File: src/rtl/pwr_seq_pkg.sv
// Shared encodings and default timing for the S5->S0 power-rail sequencer.
// Timing defaults assume the 7.8125 MHz (128 ns) clk0 from the PLL.
package pwr_seq_pkg;

  typedef enum logic [3:0] {
    ST_OFF       = 4'd0,
    ST_WAIT_VDDQ = 4'd1,
    ST_WAIT_VTT  = 4'd2,
    ST_WAIT_CORE = 4'd3,
    ST_DLY_RST   = 4'd4,
    ST_DLY_MEM   = 4'd5,
    ST_ON        = 4'd6,
    ST_DOWN      = 4'd7,
    ST_FAULT     = 4'd8
  } pwr_state_e;

  localparam logic [1:0] FC_NONE = 2'd0;
  localparam logic [1:0] FC_VDDQ = 2'd1;
  localparam logic [1:0] FC_VTT  = 2'd2;
  localparam logic [1:0] FC_CORE = 2'd3;

  localparam int unsigned T_10MS_DEF     = 78125;
  localparam int unsigned T_20MS_DEF     = 156250;
  localparam int unsigned T_PGTO_DEF     = 781250;
  localparam int unsigned T_OFF_STEP_DEF = 7812;

  // Rails are indexed 0=VDDQ, 1=VTT, 2=CORE; the lowest dropped rail reports.
  function automatic logic [1:0] dropCode(input logic [2:0] dropped);
    if (dropped[0])      return FC_VDDQ;
    else if (dropped[1]) return FC_VTT;
    else if (dropped[2]) return FC_CORE;
    else                 return FC_NONE;
  endfunction

  function automatic logic [1:0] railCode(input logic [1:0] rail);
    return rail + 2'd1;
  endfunction

endpackage

File: src/rtl/pwr_seq_ctrl_btn_debounce.sv
// Button synchronizer and debouncer: one press_o pulse per continuous low period
// of T_DEB cycles; re-arms only once the button is seen released.
module btn_debounce #(
  parameter int unsigned T_DEB = 156250,
  parameter int          CNT_W = 20
) (
  input  logic clk0,
  input  logic rstn,
  input  logic btn_n_i,
  output logic press_o
);

  localparam logic [CNT_W-1:0] DEB_LAST = CNT_W'(T_DEB - 1);

  logic             meta_q;
  logic             sync_q;
  logic             armed_q;
  logic             press_q;
  logic [CNT_W-1:0] cnt_q;

  // Starts disarmed so a button held through reset never produces a press.
  always_ff @(posedge clk0 or negedge rstn) begin
    if (!rstn) begin
      meta_q  <= 1'b0;
      sync_q  <= 1'b0;
      armed_q <= 1'b0;
      press_q <= 1'b0;
      cnt_q   <= '0;
    end else begin
      meta_q  <= btn_n_i;
      sync_q  <= meta_q;
      press_q <= 1'b0;
      if (sync_q) begin
        armed_q <= 1'b1;
        cnt_q   <= '0;
      end else if (armed_q) begin
        if (cnt_q == DEB_LAST) begin
          press_q <= 1'b1;
          armed_q <= 1'b0;
          cnt_q   <= '0;
        end else begin
          cnt_q <= cnt_q + 1'b1;
        end
      end
    end
  end

  assign press_o = press_q;

endmodule

File: src/rtl/pwr_seq_ctrl.sv
// Closed-loop S5->S0 rail sequencer: PG-gated power-up, PG timeouts,
// ordered shutdown and a sticky fault state, all on one shared counter.
module pwr_seq_ctrl
  import pwr_seq_pkg::*;
#(
  parameter int unsigned T_10MS     = T_10MS_DEF,
  parameter int unsigned T_20MS     = T_20MS_DEF,
  parameter int unsigned T_PGTO     = T_PGTO_DEF,
  parameter int unsigned T_OFF_STEP = T_OFF_STEP_DEF,
  parameter int          CNT_W      = 20
) (
  input  logic       clk0,
  input  logic       rstn,
  input  logic       pwrbtn_n,
  input  logic       vddq_vpp_pg,
  input  logic       vtt_pg,
  input  logic       core_pg,
  output logic       vddq_vpp_en,
  output logic       vtt_en,
  output logic       vdd_core_en,
  output logic       p1v8_en,
  output logic       pcie_rst_n,
  output logic       mem_rst_n,
  output logic       sys_on,
  output logic       fault,
  output logic [1:0] fault_code
);

  localparam logic [CNT_W-1:0] SETTLE_LAST = CNT_W'(T_10MS - 1);
  localparam logic [CNT_W-1:0] RST_LAST    = CNT_W'(T_20MS - 1);
  localparam logic [CNT_W-1:0] PGTO_LAST   = CNT_W'(T_PGTO - 1);
  localparam logic [CNT_W-1:0] STEP_LAST   = CNT_W'(T_OFF_STEP - 1);

  pwr_state_e       state_q;
  logic [CNT_W-1:0] cnt_q;
  logic [2:0]       pgMeta_q, pgSync_q, conf_q;
  logic [3:0]       en_q;
  logic             pcieRst_q, memRst_q, sysOn_q, fault_q;
  logic [1:0]       faultCode_q;

  logic       press;
  logic [1:0] waitRail;
  pwr_state_e waitNext;
  logic       inWait, checkDrop, pgTimeout, faultNow;
  logic [2:0] dropped;
  logic [1:0] faultCodeNow;

  btn_debounce #(
    .T_DEB (T_20MS),
    .CNT_W (CNT_W)
  ) uBtn (
    .clk0    (clk0),
    .rstn    (rstn),
    .btn_n_i (pwrbtn_n),
    .press_o (press)
  );

  always_ff @(posedge clk0 or negedge rstn) begin
    if (!rstn) begin
      pgMeta_q <= '0;
      pgSync_q <= '0;
    end else begin
      pgMeta_q <= {core_pg, vtt_pg, vddq_vpp_pg};
      pgSync_q <= pgMeta_q;
    end
  end

  // The three WAIT states share one body, parameterised by the rail they watch.
  always_comb begin
    waitRail  = 2'd0;
    waitNext  = ST_WAIT_VTT;
    inWait    = 1'b0;
    checkDrop = 1'b0;
    case (state_q)
      ST_WAIT_VDDQ: begin
        inWait    = 1'b1;
        checkDrop = 1'b1;
      end
      ST_WAIT_VTT: begin
        waitRail  = 2'd1;
        waitNext  = ST_WAIT_CORE;
        inWait    = 1'b1;
        checkDrop = 1'b1;
      end
      ST_WAIT_CORE: begin
        waitRail  = 2'd2;
        waitNext  = ST_DLY_RST;
        inWait    = 1'b1;
        checkDrop = 1'b1;
      end
      ST_DLY_RST, ST_DLY_MEM, ST_ON: checkDrop = 1'b1;
      default: ;
    endcase
  end

  assign dropped      = conf_q & ~pgSync_q;
  assign pgTimeout    = inWait && !conf_q[waitRail] && !pgSync_q[waitRail] && (cnt_q == PGTO_LAST);
  assign faultNow     = (checkDrop && (|dropped)) || pgTimeout;
  assign faultCodeNow = (|dropped) ? dropCode(dropped) : railCode(waitRail);

  // Fault entry overrides every state body, which also gives it priority over a press in ON.
  always_ff @(posedge clk0 or negedge rstn) begin
    if (!rstn) begin
      state_q     <= ST_OFF;
      cnt_q       <= '0;
      conf_q      <= '0;
      en_q        <= '0;
      pcieRst_q   <= 1'b0;
      memRst_q    <= 1'b0;
      sysOn_q     <= 1'b0;
      fault_q     <= 1'b0;
      faultCode_q <= FC_NONE;
    end else if (faultNow) begin
      state_q     <= ST_FAULT;
      cnt_q       <= '0;
      conf_q      <= '0;
      en_q        <= '0;
      pcieRst_q   <= 1'b0;
      memRst_q    <= 1'b0;
      sysOn_q     <= 1'b0;
      fault_q     <= 1'b1;
      faultCode_q <= faultCodeNow;
    end else begin
      cnt_q <= cnt_q + 1'b1;
      case (state_q)
        ST_OFF: begin
          cnt_q  <= '0;
          conf_q <= '0;
          if (press) begin
            en_q[0] <= 1'b1;
            state_q <= ST_WAIT_VDDQ;
          end
        end
        ST_WAIT_VDDQ, ST_WAIT_VTT, ST_WAIT_CORE: begin
          if (conf_q[waitRail]) begin
            if (cnt_q == SETTLE_LAST) begin
              en_q[waitRail + 2'd1] <= 1'b1;
              state_q               <= waitNext;
              cnt_q                 <= '0;
            end
          end else if (pgSync_q[waitRail]) begin
            conf_q[waitRail] <= 1'b1;
            cnt_q            <= CNT_W'(1);
          end
        end
        ST_DLY_RST: begin
          if (cnt_q == RST_LAST) begin
            pcieRst_q <= 1'b1;
            state_q   <= ST_DLY_MEM;
            cnt_q     <= '0;
          end
        end
        ST_DLY_MEM: begin
          if (cnt_q == RST_LAST) begin
            memRst_q <= 1'b1;
            sysOn_q  <= 1'b1;
            state_q  <= ST_ON;
            cnt_q    <= '0;
          end
        end
        ST_ON: begin
          cnt_q <= '0;
          if (press) begin
            pcieRst_q <= 1'b0;
            memRst_q  <= 1'b0;
            sysOn_q   <= 1'b0;
            state_q   <= ST_DOWN;
          end
        end
        ST_DOWN: begin
          // Enables always form a contiguous low mask, so a right shift drops the highest rail.
          if (en_q == 4'd0) begin
            state_q <= ST_OFF;
            cnt_q   <= '0;
          end else if (cnt_q == STEP_LAST) begin
            en_q  <= en_q >> 1;
            cnt_q <= '0;
          end
        end
        ST_FAULT: begin
          cnt_q <= '0;
          if (press) begin
            fault_q     <= 1'b0;
            faultCode_q <= FC_NONE;
            state_q     <= ST_OFF;
          end
        end
        default: begin
          state_q <= ST_OFF;
          cnt_q   <= '0;
        end
      endcase
    end
  end

  assign vddq_vpp_en = en_q[0];
  assign vtt_en      = en_q[1];
  assign vdd_core_en = en_q[2];
  assign p1v8_en     = en_q[3];
  assign pcie_rst_n  = pcieRst_q;
  assign mem_rst_n   = memRst_q;
  assign sys_on      = sysOn_q;
  assign fault       = fault_q;
  assign fault_code  = faultCode_q;

endmodule

File: config.mk
export PLATFORM = sky130hd
export DESIGN_NAME = pwr_seq_ctrl
export DESIGN_NICKNAME = d
export VERILOG_FILES = /design/src/rtl/pwr_seq_pkg.sv /design/src/rtl/pwr_seq_ctrl_btn_debounce.sv /design/src/rtl/pwr_seq_ctrl.sv
export SDC_FILE = /design/constraint.sdc
export NUM_CORES = 1
export LEC_CHECK = 0
export ABC_AREA = 1
export BUFFER_PORTS_ARGS = -buffer_cell sky130_fd_sc_hd__clkbuf_2
export CAP_MARGIN = 20
export CORE_UTILIZATION = 62
export DETAILED_ROUTE_END_ITERATION = 12
export PLACE_DENSITY = 0.8
export SYNTH_ARGS = -nofsm -noshare
export SYNTH_HDL_FRONTEND = slang
export SYNTH_SLANG_ARGS = --single-unit
File: constraint.sdc
create_clock -name clk0 -period 2.1 [get_ports clk0]
set_input_delay 0.315 -clock clk0 [delete_from_list [all_inputs] [get_ports clk0]]
set_output_delay 0.315 -clock clk0 [all_outputs]
set_load 0.02 [all_outputs]
---- After elaboration in Yosys (flattened, before gate mapping) ----
Cells that the tools add are included.
storage, ports and cells
  output and inout bits ................... 10
  register bits ........................... 66
  logic and storage cells ................. 148
operators by class
  bitwise gates (word level) .............. 4
  multiplexer cells ....................... 66
  equality and inequality tests ........... 25
  add/sub/neg operators ................... 3
  order comparisons ....................... 4
  reductions and logical operators ........ 30
operators by type and width
  kind                                                count
  two-way mux 20 bit                                  10
  one-hot mux 20 bit (3 select lines)                 1
  two-way mux 4 bit                                   14
  adder 20 x 1 -> 20 bit, second input constant       2
  == test 20 x 18 -> 1 bit, second input constant     2
  one-hot mux 4 bit (7 select lines)                  1
  == test 20 x 13 -> 1 bit, second input constant     1
  == test 20 x 17 -> 1 bit, second input constant     1
  == test 20 bit, second input constant               1
  two-way mux 1 bit                                   19
  != test 3 bit, second input constant                6
  one-hot mux 3 bit (2 select lines)                  3
  == test 4 x 3 -> 1 bit, second input constant       4
  two-way mux 2 bit                                   7
  nonzero test 3 bit                                  4
  two-way mux 3 bit                                   3
  != test 3 x 1 -> 1 bit, second input constant       3
  != test 3 x 2 -> 1 bit, second input constant       3
  AND reduction 3 bit                                 3
  == test 4 x 2 -> 1 bit, second input constant       2
  zero test 4 bit                                     2
  AND reduction 8 bit                                 1
  logical AND 1 bit                                   6
  < comparator 2 x 3 -> 1 bit, second input constant  2
  other kinds (23)                                    31

---- Depth between registers and ports, before layout ----
Gate-level depths: netlist of the first run.
  depth after elaboration ................. 12
  depth in mapped cells ................... 14

---- By module ----
A second synthesis of the first run with hierarchy kept.
unflattened totals
  cell total of the unflattened synthesis .. 566
  area total of the unflattened synthesis .. 4,112.7 um^2
modules (own cells, without submodules)
  module        times used  area each (um^2)  sequential area each (um^2)  cells an instance
  pwr_seq_ctrl  1           2,653.8           1,051.0                      370
  btn_debounce  1           1,458.9           600.6                        196

---- Worst setup path before layout of the first run ----
Ideal clock, no wire load.
  path kind ............................... reg-to-reg
  from .................................... reg state_q[2]
  to ...................................... reg pcieRst_q, in the netlist pcie_rst_n
  buffers on the path ..................... 1
  stages on the path, launching flop included .. 13
  setup time .............................. 0.118 ns
  path slack .............................. 0.343 ns
  arrival ................................. 1.639 ns
  cells stage by stage .................... dfrtp_1 -> nor2_2 -> nand2_2 -> or2_1 -> nand2_1 -> nand3_1 -> nand2_2 -> inv_2 -> buf_4 -> nand2_1 -> nand2_1 -> nand2_1 -> nand2_1
between the ends
  cells in the longest elaborated chain, start to end .. 11
  elaborated cells on any way between the ends .. 28
RTL lines
  what                                                      line                 RTL
  from (decl)                                               pwr_seq_ctrl.sv:34   pwr_state_e state_q;
  from (signal assigned)                                    pwr_seq_ctrl.sv:138  state_q <= waitNext;
  == test 4 x 2 -> 1 bit                                    pwr_seq_ctrl.sv:74   case (state_q)
  one-hot mux 2 bit (2 select lines)                        pwr_seq_ctrl.sv:74
  binary-select mux 1 bit (select 2 bit)                    pwr_seq_ctrl.sv:97   assign pgTimeout = inWait && !conf_q[waitRail] && !pgSync_q[waitRail] && (cnt_q == PGTO_LAST);
  two-way mux 1 bit (implied by the code)                   pwr_seq_ctrl.sv:97
  zero test 1 bit                                           pwr_seq_ctrl.sv:97
  logical AND 1 bit (3 in a row)                            pwr_seq_ctrl.sv:97
  logical OR 1 bit                                          pwr_seq_ctrl.sv:98   assign faultNow = (checkDrop && (|dropped)) || pgTimeout;
  != test 3 x 2 -> 1 bit (no line) (tied with other cells)  -
  AND reduction 3 bit (no line)                             -
  to (signal assigned)                                      pwr_seq_ctrl.sv:108  pcieRst_q <= 1'b0;
  to (signal assigned)                                      pwr_seq_ctrl.sv:118  pcieRst_q <= 1'b0;
  to (signal assigned)                                      pwr_seq_ctrl.sv:148  pcieRst_q <= 1'b1;
  to (decl)                                                 pwr_seq_ctrl.sv:38   logic pcieRst_q, memRst_q, sysOn_q, fault_q;
Several ways; a longest one is shown, not always the timed one. The select of a mux whose other input is x is not followed.
A chain may end at the register's enable or synchronous reset.

---- Final worst setup path of the first run ----
  from .................................... reg state_q[0]
  to ...................................... reg state_q[0]
between the ends
  cells in the longest elaborated chain, start to end .. 11
  elaborated cells on any way between the ends .. 39
RTL lines
  what                                                      line
  == test 4 x 2 -> 1 bit                                    pwr_seq_ctrl.sv:74, pwr_seq_ctrl.sv:125
  one-hot mux 2 bit (2 select lines)                        pwr_seq_ctrl.sv:74
  binary-select mux 1 bit (select 2 bit)                    pwr_seq_ctrl.sv:97, pwr_seq_ctrl.sv:135
  two-way mux 1 bit (implied by the code)                   pwr_seq_ctrl.sv:97, pwr_seq_ctrl.sv:135
  zero test 1 bit                                           pwr_seq_ctrl.sv:97
  logical AND 1 bit (3 in a row)                            pwr_seq_ctrl.sv:97
  logical OR 1 bit                                          pwr_seq_ctrl.sv:98
  != test 3 x 2 -> 1 bit (no line) (tied with other cells)  -
  AND reduction 8 bit (no line)                             -
Several ways; a longest one is shown, not always the timed one. The select of a mux whose other input is x is not followed.

==> results.tsv, run 1 <==
metric	value	unit
syn_area	0.00394	mm^2
antenna_cells	0	
die_area	0.00667	mm^2
ir_drop	0.000606	V
place_ws	0.0146	ns
syn_nets	540	
netlist_instances	524	
finalCritPeriodShare	93.9	%
hold_violations	0	
gr-total-overflow	0	
antenna_found_initial	0	
multi_input_area	0.00201	mm^2
track_usage	29.1	%
final_antenna_net_count	0	
fin_crit	1.97	ns
synth_top_cell_area_share	42.0	%
synth_cell_types	32	
p_per_area	559	mW/mm^2
ys_seq_area_share	42.0	%
portBuffers	15	
tritoncts	built	
timing.hold.ws	0.0652	ns
status	finished clean	
drc	0	
first_pass_iters	5	
num_vias	3534	
rows	28	
wl_per_cell	13.9	um
drv_slew	0	
cts_buffers	9	
fin_ws	0.129	ns
timing.fmax	507	MHz
cp.required	2.39	ns
drt_iter0_markers	242	
endpoint_kind	flop	
synth.avg_cell_area	7.51	um^2
min_path_type	in2reg	
fillers	492	
skew	0.0140	ns
layout_common_cells	nand2_1 (123), dfrtp_1 (64), inv_1 (62)	
htreeDepth	3	
layout_commonest_cell	nand2_1	
yosysTopAreaCell	dfrtp_1	
io_pins	16	
synth.area.top_cells	dfrtp_1 (42%), nand2_1 (12%), inv_1 (5.9%), nor2_1 (5.3%), nand3_1 (5.2%)	
setup_viol	0	
dieHeight	81.7	um
maxCapViolCount	0	
clock_sinks	66	
seqCellArea	0.00165	mm^2
yosys_register_bits	66	
viasPerCell	5.56	
crit_type	reg2reg	
arrival	2.26	ns
cts_root_buffer	clkbuf_8	
setup_tns	0	ns
die_w	81.7	um
yosys_warnings	0	
final_core_util	73.0	%
initial_utilization	65.3	%
areaGrowthSynthToFinish	11.8	%
clk_pin_slew	0.08	ns
grt_pass1_wl	14500	um
clock_latency	0.36	ns
slew_headroom	71.9	%
power.leakage	1.98	nW
drive_gt1_share	14.3	%
worst_pin_slew	0.419	ns
cts.path.max_buffers	2	
start_kind	flop	
final_nets	572	
grt_pass1_vias	3260	
core	0.00603	mm^2
dp_hpwl	6340	um
drt_wl_total	8840	um
crit_fanout	9	
grt_max_degree	67	
gp_congestion	0.945	
-- layout make-up --
type | count | area share [%]
multi-input cells | 385 | 45.7
flip-flops and latches | 66 | 37.6
inverters | 66 | 5.63
repair buffers | 28 | 4.35
clock buffers | 9 | 2.82
well taps | 75 | 2.13
clock inverters | 7 | 1.73
-- where the power goes --
group	internal, mW	switching [mW]
clock	0.556	0.546
combinational	0.0200	0.0463
sequential	1.28	0.00834
total	1.86	0.601
-- path summary, 6_finish.rpt --
kind	start	to	slack, ns	cells past startpoint
min in group asynchronous	rstn	cnt_q[7]$_DFF_PN0_	0.50	3
setup / recovery	state_q[0]$_DFFE_PN0P_	state_q[0]$_DFFE_PN0P_	0.13	10
max in group asynchronous	rstn	state_q[0]$_DFFE_PN0P_	1.28	3
hold reg to reg	uBtn.meta_q$_DFF_PN0_	uBtn.sync_q$_DFF_PN0_	0.35	0
hold / removal	vtt_pg	pgMeta_q[1]$_DFF_PN0_	0.07	1
setup reg to reg	state_q[0]$_DFFE_PN0P_	state_q[0]$_DFFE_PN0P_	0.13	10
-- worst max-delay path: stages (launching register included) --
cell     delay (ns)
dfrtp_2        0.47
nor2_2         0.26
nor2_4         0.06
buf_4          0.18
o21ai_1        0.24
nand2_2        0.13
inv_2          0.16
nand2_1        0.13
nand3_1        0.14
nand2_1        0.07
nand2_1        0.06
-- Yosys cell counts, drive strengths merged --
master	n
o22ai	6
o21ai	36
dfrtp	66
nand3	41
or2	4
a211oi	1
nand2	129
clkbuf	3
nor4	3
nor3b	1
xor2	18
buf	4
nor3	17
ha	10
xnor2	5
nand4	24
nor2	73
inv	66
o211ai	6
nand3b	1
or3	1
o21a	2
a21oi	6
a22oi	1
-- flip-flops by register name (all words and copies together) (netlist names), 2 cells and up --
name and count:
cnt_q 20, conf_q 3, en_q 4, fault_code 2, pgMeta_q 3, pgSync_q 3, state_q 4, uBtn.cnt_q 20
-- metrics by stage --
stage,power (mW),instances,instance area [um^2]
2_1_floorplan,1.34,524,3940
3_3_place_gp,1.38,617,4140
3_5_place_dp,1.38,617,4140
4_1_cts,2.47,635,4360
5_1_grt,2.55,636,4400
6_report,2.46,636,4400
-- metal layers --
| metal | vias to the layer above | GRT usage (%) | wire length, um |
|---|---|---|---|
| met5 | - | 0 | 0 |
| met4 | 0 | 10.4 | 123 |
| met3 | 18 | 7.44 | 505 |
| met2 | 127 | 45.5 | 4090 |
| met1 | 1618 | 39.2 | 4110 |
| li1 | 1771 | - | - |
-- cell families after synthesis --
group / synth area share, %
buffers and inverters: 7.54
DFF: 42.0
xor gates and xnor gates: 5.12
adders and majority gates: 3.18
and+or+nand+nor: 33.7
AOI/OAI and AO/OA: 8.49
-- repair_timing --
item,4_1_cts,5_1_grt
pin swaps,1,2
hold buffers,1,0
hold endpoints to repair,66,0
resized for setup,0,9
setup endpoints to repair,3,17
setup buffers,1,1
Note: power is estimated with default switching activity, not from simulation.
==> run 2, diff against run 1 <==
PLACE_DENSITY = 0.88   (was 0.8)
==> results.tsv, run 2 (synthesized netlist as in run 1, its figures left out) <==
metric	value	unit
status	finished clean	
netSwitchingFraction	22.7	%
power.leakage	2.03	nW
skew	0.0182	ns
htreeDepth	3	
largestRegisters	cnt_q (20), uBtn.cnt_q (20)	
areaGrowthSynthToFinish	13.4	%
rows	28	
p_sw	581	uW
crit_type	reg2reg	
dieHeight	81.7	um
endpoint_kind	flop	
tritoncts	built	
dp_hpwl	6520	um
setup_viol	0	
cts_root_buffer	clkbuf_8	
hold_violations	0	
grt_use_met2	49.2	%
gp_congestion	0.949	
top_usage_layer	met2	
place_area	0.00415	mm^2
met3_usage	7.00	%
layout_common_cells	nand2_1 (122), dfrtp_1 (66), inv_1 (61)	
clk_pin_slew	0.09	ns
final_nets	577	
met1_usage	37.1	%
power.total	2.56	mW
ir_drop	0.000514	V
drv_slew	0	
crit_family	simple AND/OR/NAND/NOR gates	
drc	0	
core	0.00603	mm^2
portBuffers	15	
p_int	1.98	mW
grt_pass1_wl	15200	um
antenna_cells	0	
fin_crit	1.98	ns
grt_pass1_vias	3451	
seq_power_share	50.5	%
drt_iter0_markers	221	
viasPerCell	5.76	
crit_buf_inv	3	
maxCapViolCount	0	
layout_commonest_cell	nand2_1	
cts_buffers	9	
clockPowerShare	46.9	%
crit_fanout	7	
num_vias	3693	
gr-total-overflow	0	
p_per_area	574	mW/mm^2
cp.required	2.35	ns
place_ws	0.0128	ns
initial_utilization	65.3	%
clock_sinks	66	
arrival	2.23	ns
die_area	0.00667	mm^2
track_usage	29.9	%
fin_ws	0.122	ns
wl_per_cell	14.3	um
drt_wl_total	9180	um
die_w	81.7	um
cts.path.max_buffers	2	
worstPathCellList	nand2_2 > inv_2 > nand2_2 > inv_2 > nand2_1 > nand2_1 > nand2_2 > nand2_2 > buf_4 > nand3_1 > nand2_2 > nand3_1 > nand2_1 > nand2_1	
finalNonFillerCells	641	
clock_latency	0.35	ns
grt_max_degree	67	
io_pins	16	
drive_gt1_share	15.0	%
min_path_type	in2reg	
worst_pin_slew	0.508	ns
power_frac_comb	2.6	%
first_pass_iters	5	
cp_common_cell	nand2_2	
timing.fmax	506	MHz
critPathMaxStageDelay	0.51	ns
start_kind	flop	
antenna_found_initial	0	
placed_cells	618	
finalCritPeriodShare	94.2	%
final_antenna_net_count	0	
final_area	0.00446	mm^2
slew_headroom	66.0	%
slowest_stage	dfrtp_1	
[run 2: through the flow]
stage / hold slack, ns / utilization [%] / TNS [ns]
3_3_place_gp: 0.333 / 68.9 / 0
2_1_floorplan: 0.0194 / - / 0
6_report: 0.0622 / 74.1 / 0
5_1_grt: 0.0533 / 74.1 / -0.0182
3_5_place_dp: 0.343 / 68.9 / 0
4_1_cts: 0.0519 / 73.1 / 0
[run 2: final timing paths]
| kind | startpoint | endpoint | slack (ns) | depth (start not counted) |
|---|---|---|---|---|
| setup / recovery | state_q[1]$_DFFE_PN0P_ | state_q[0]$_DFFE_PN0P_ | 0.12 | 14 |
| setup reg to reg | state_q[1]$_DFFE_PN0P_ | state_q[0]$_DFFE_PN0P_ | 0.12 | 14 |
| min in group asynchronous | rstn | uBtn.cnt_q[7]$_DFFE_PN0P_ | 0.51 | 3 |
| max in group asynchronous | rstn | cnt_q[0]$_DFF_PN0_ | 1.29 | 3 |
| hold reg to reg | uBtn.meta_q$_DFF_PN0_ | uBtn.sync_q$_DFF_PN0_ | 0.37 | 0 |
| hold / removal | vtt_pg | pgMeta_q[1]$_DFF_PN0_ | 0.06 | 1 |
[run 2: layer usage]
layer  wire, um  share of wire, %
met1       3920                43
met2       4350                47
met3        693               7.5
met4        222               2.4
met5          0                 0
[run 2: worst register-to-register path: stages (launching register included)]
cell and delay [ns]:
dfrtp_1 0.51, nand2_2 0.13, inv_2 0.09, nand2_2 0.09, inv_2 0.11, nand2_1 0.05, nand2_1 0.11, nand2_2 0.07
nand2_2 0.08, buf_4 0.13, nand3_1 0.11, nand2_2 0.13, nand3_1 0.12, nand2_1 0.09, nand2_1 0.05
[run 2: area by class of cell]
class | instances | area (um^2)
fill | 444 | 1560
inverter | 66 | 248
multi-input combinational | 385 | 2010
timing repair buffer | 33 | 238
clock inverter | 7 | 98.8
sequential | 66 | 1650
tap | 75 | 93.8
clock buffer | 9 | 124
[run 2: power groups by stage]
stage	clock, mW	combinational [mW]	sequential [mW]
after floorplan	0	0.0208	1.32
after global placement	0	0.0651	1.32
after detailed placement	0	0.0664	1.32
after CTS	1.22	0.0679	1.29
after global routing	1.27	0.0763	1.29
final	1.20	0.0663	1.29
[run 2: timing repair]
item | in CTS | in global routing
endpoints found under the hold margin | 62 | 0
hold buffers | 1 | 0
cloned | 0 | 0
setup buffers | 1 | 5
setup endpoints to repair | 4 | 33
pin swaps | 1 | 1
gates resized for setup | 0 | 7
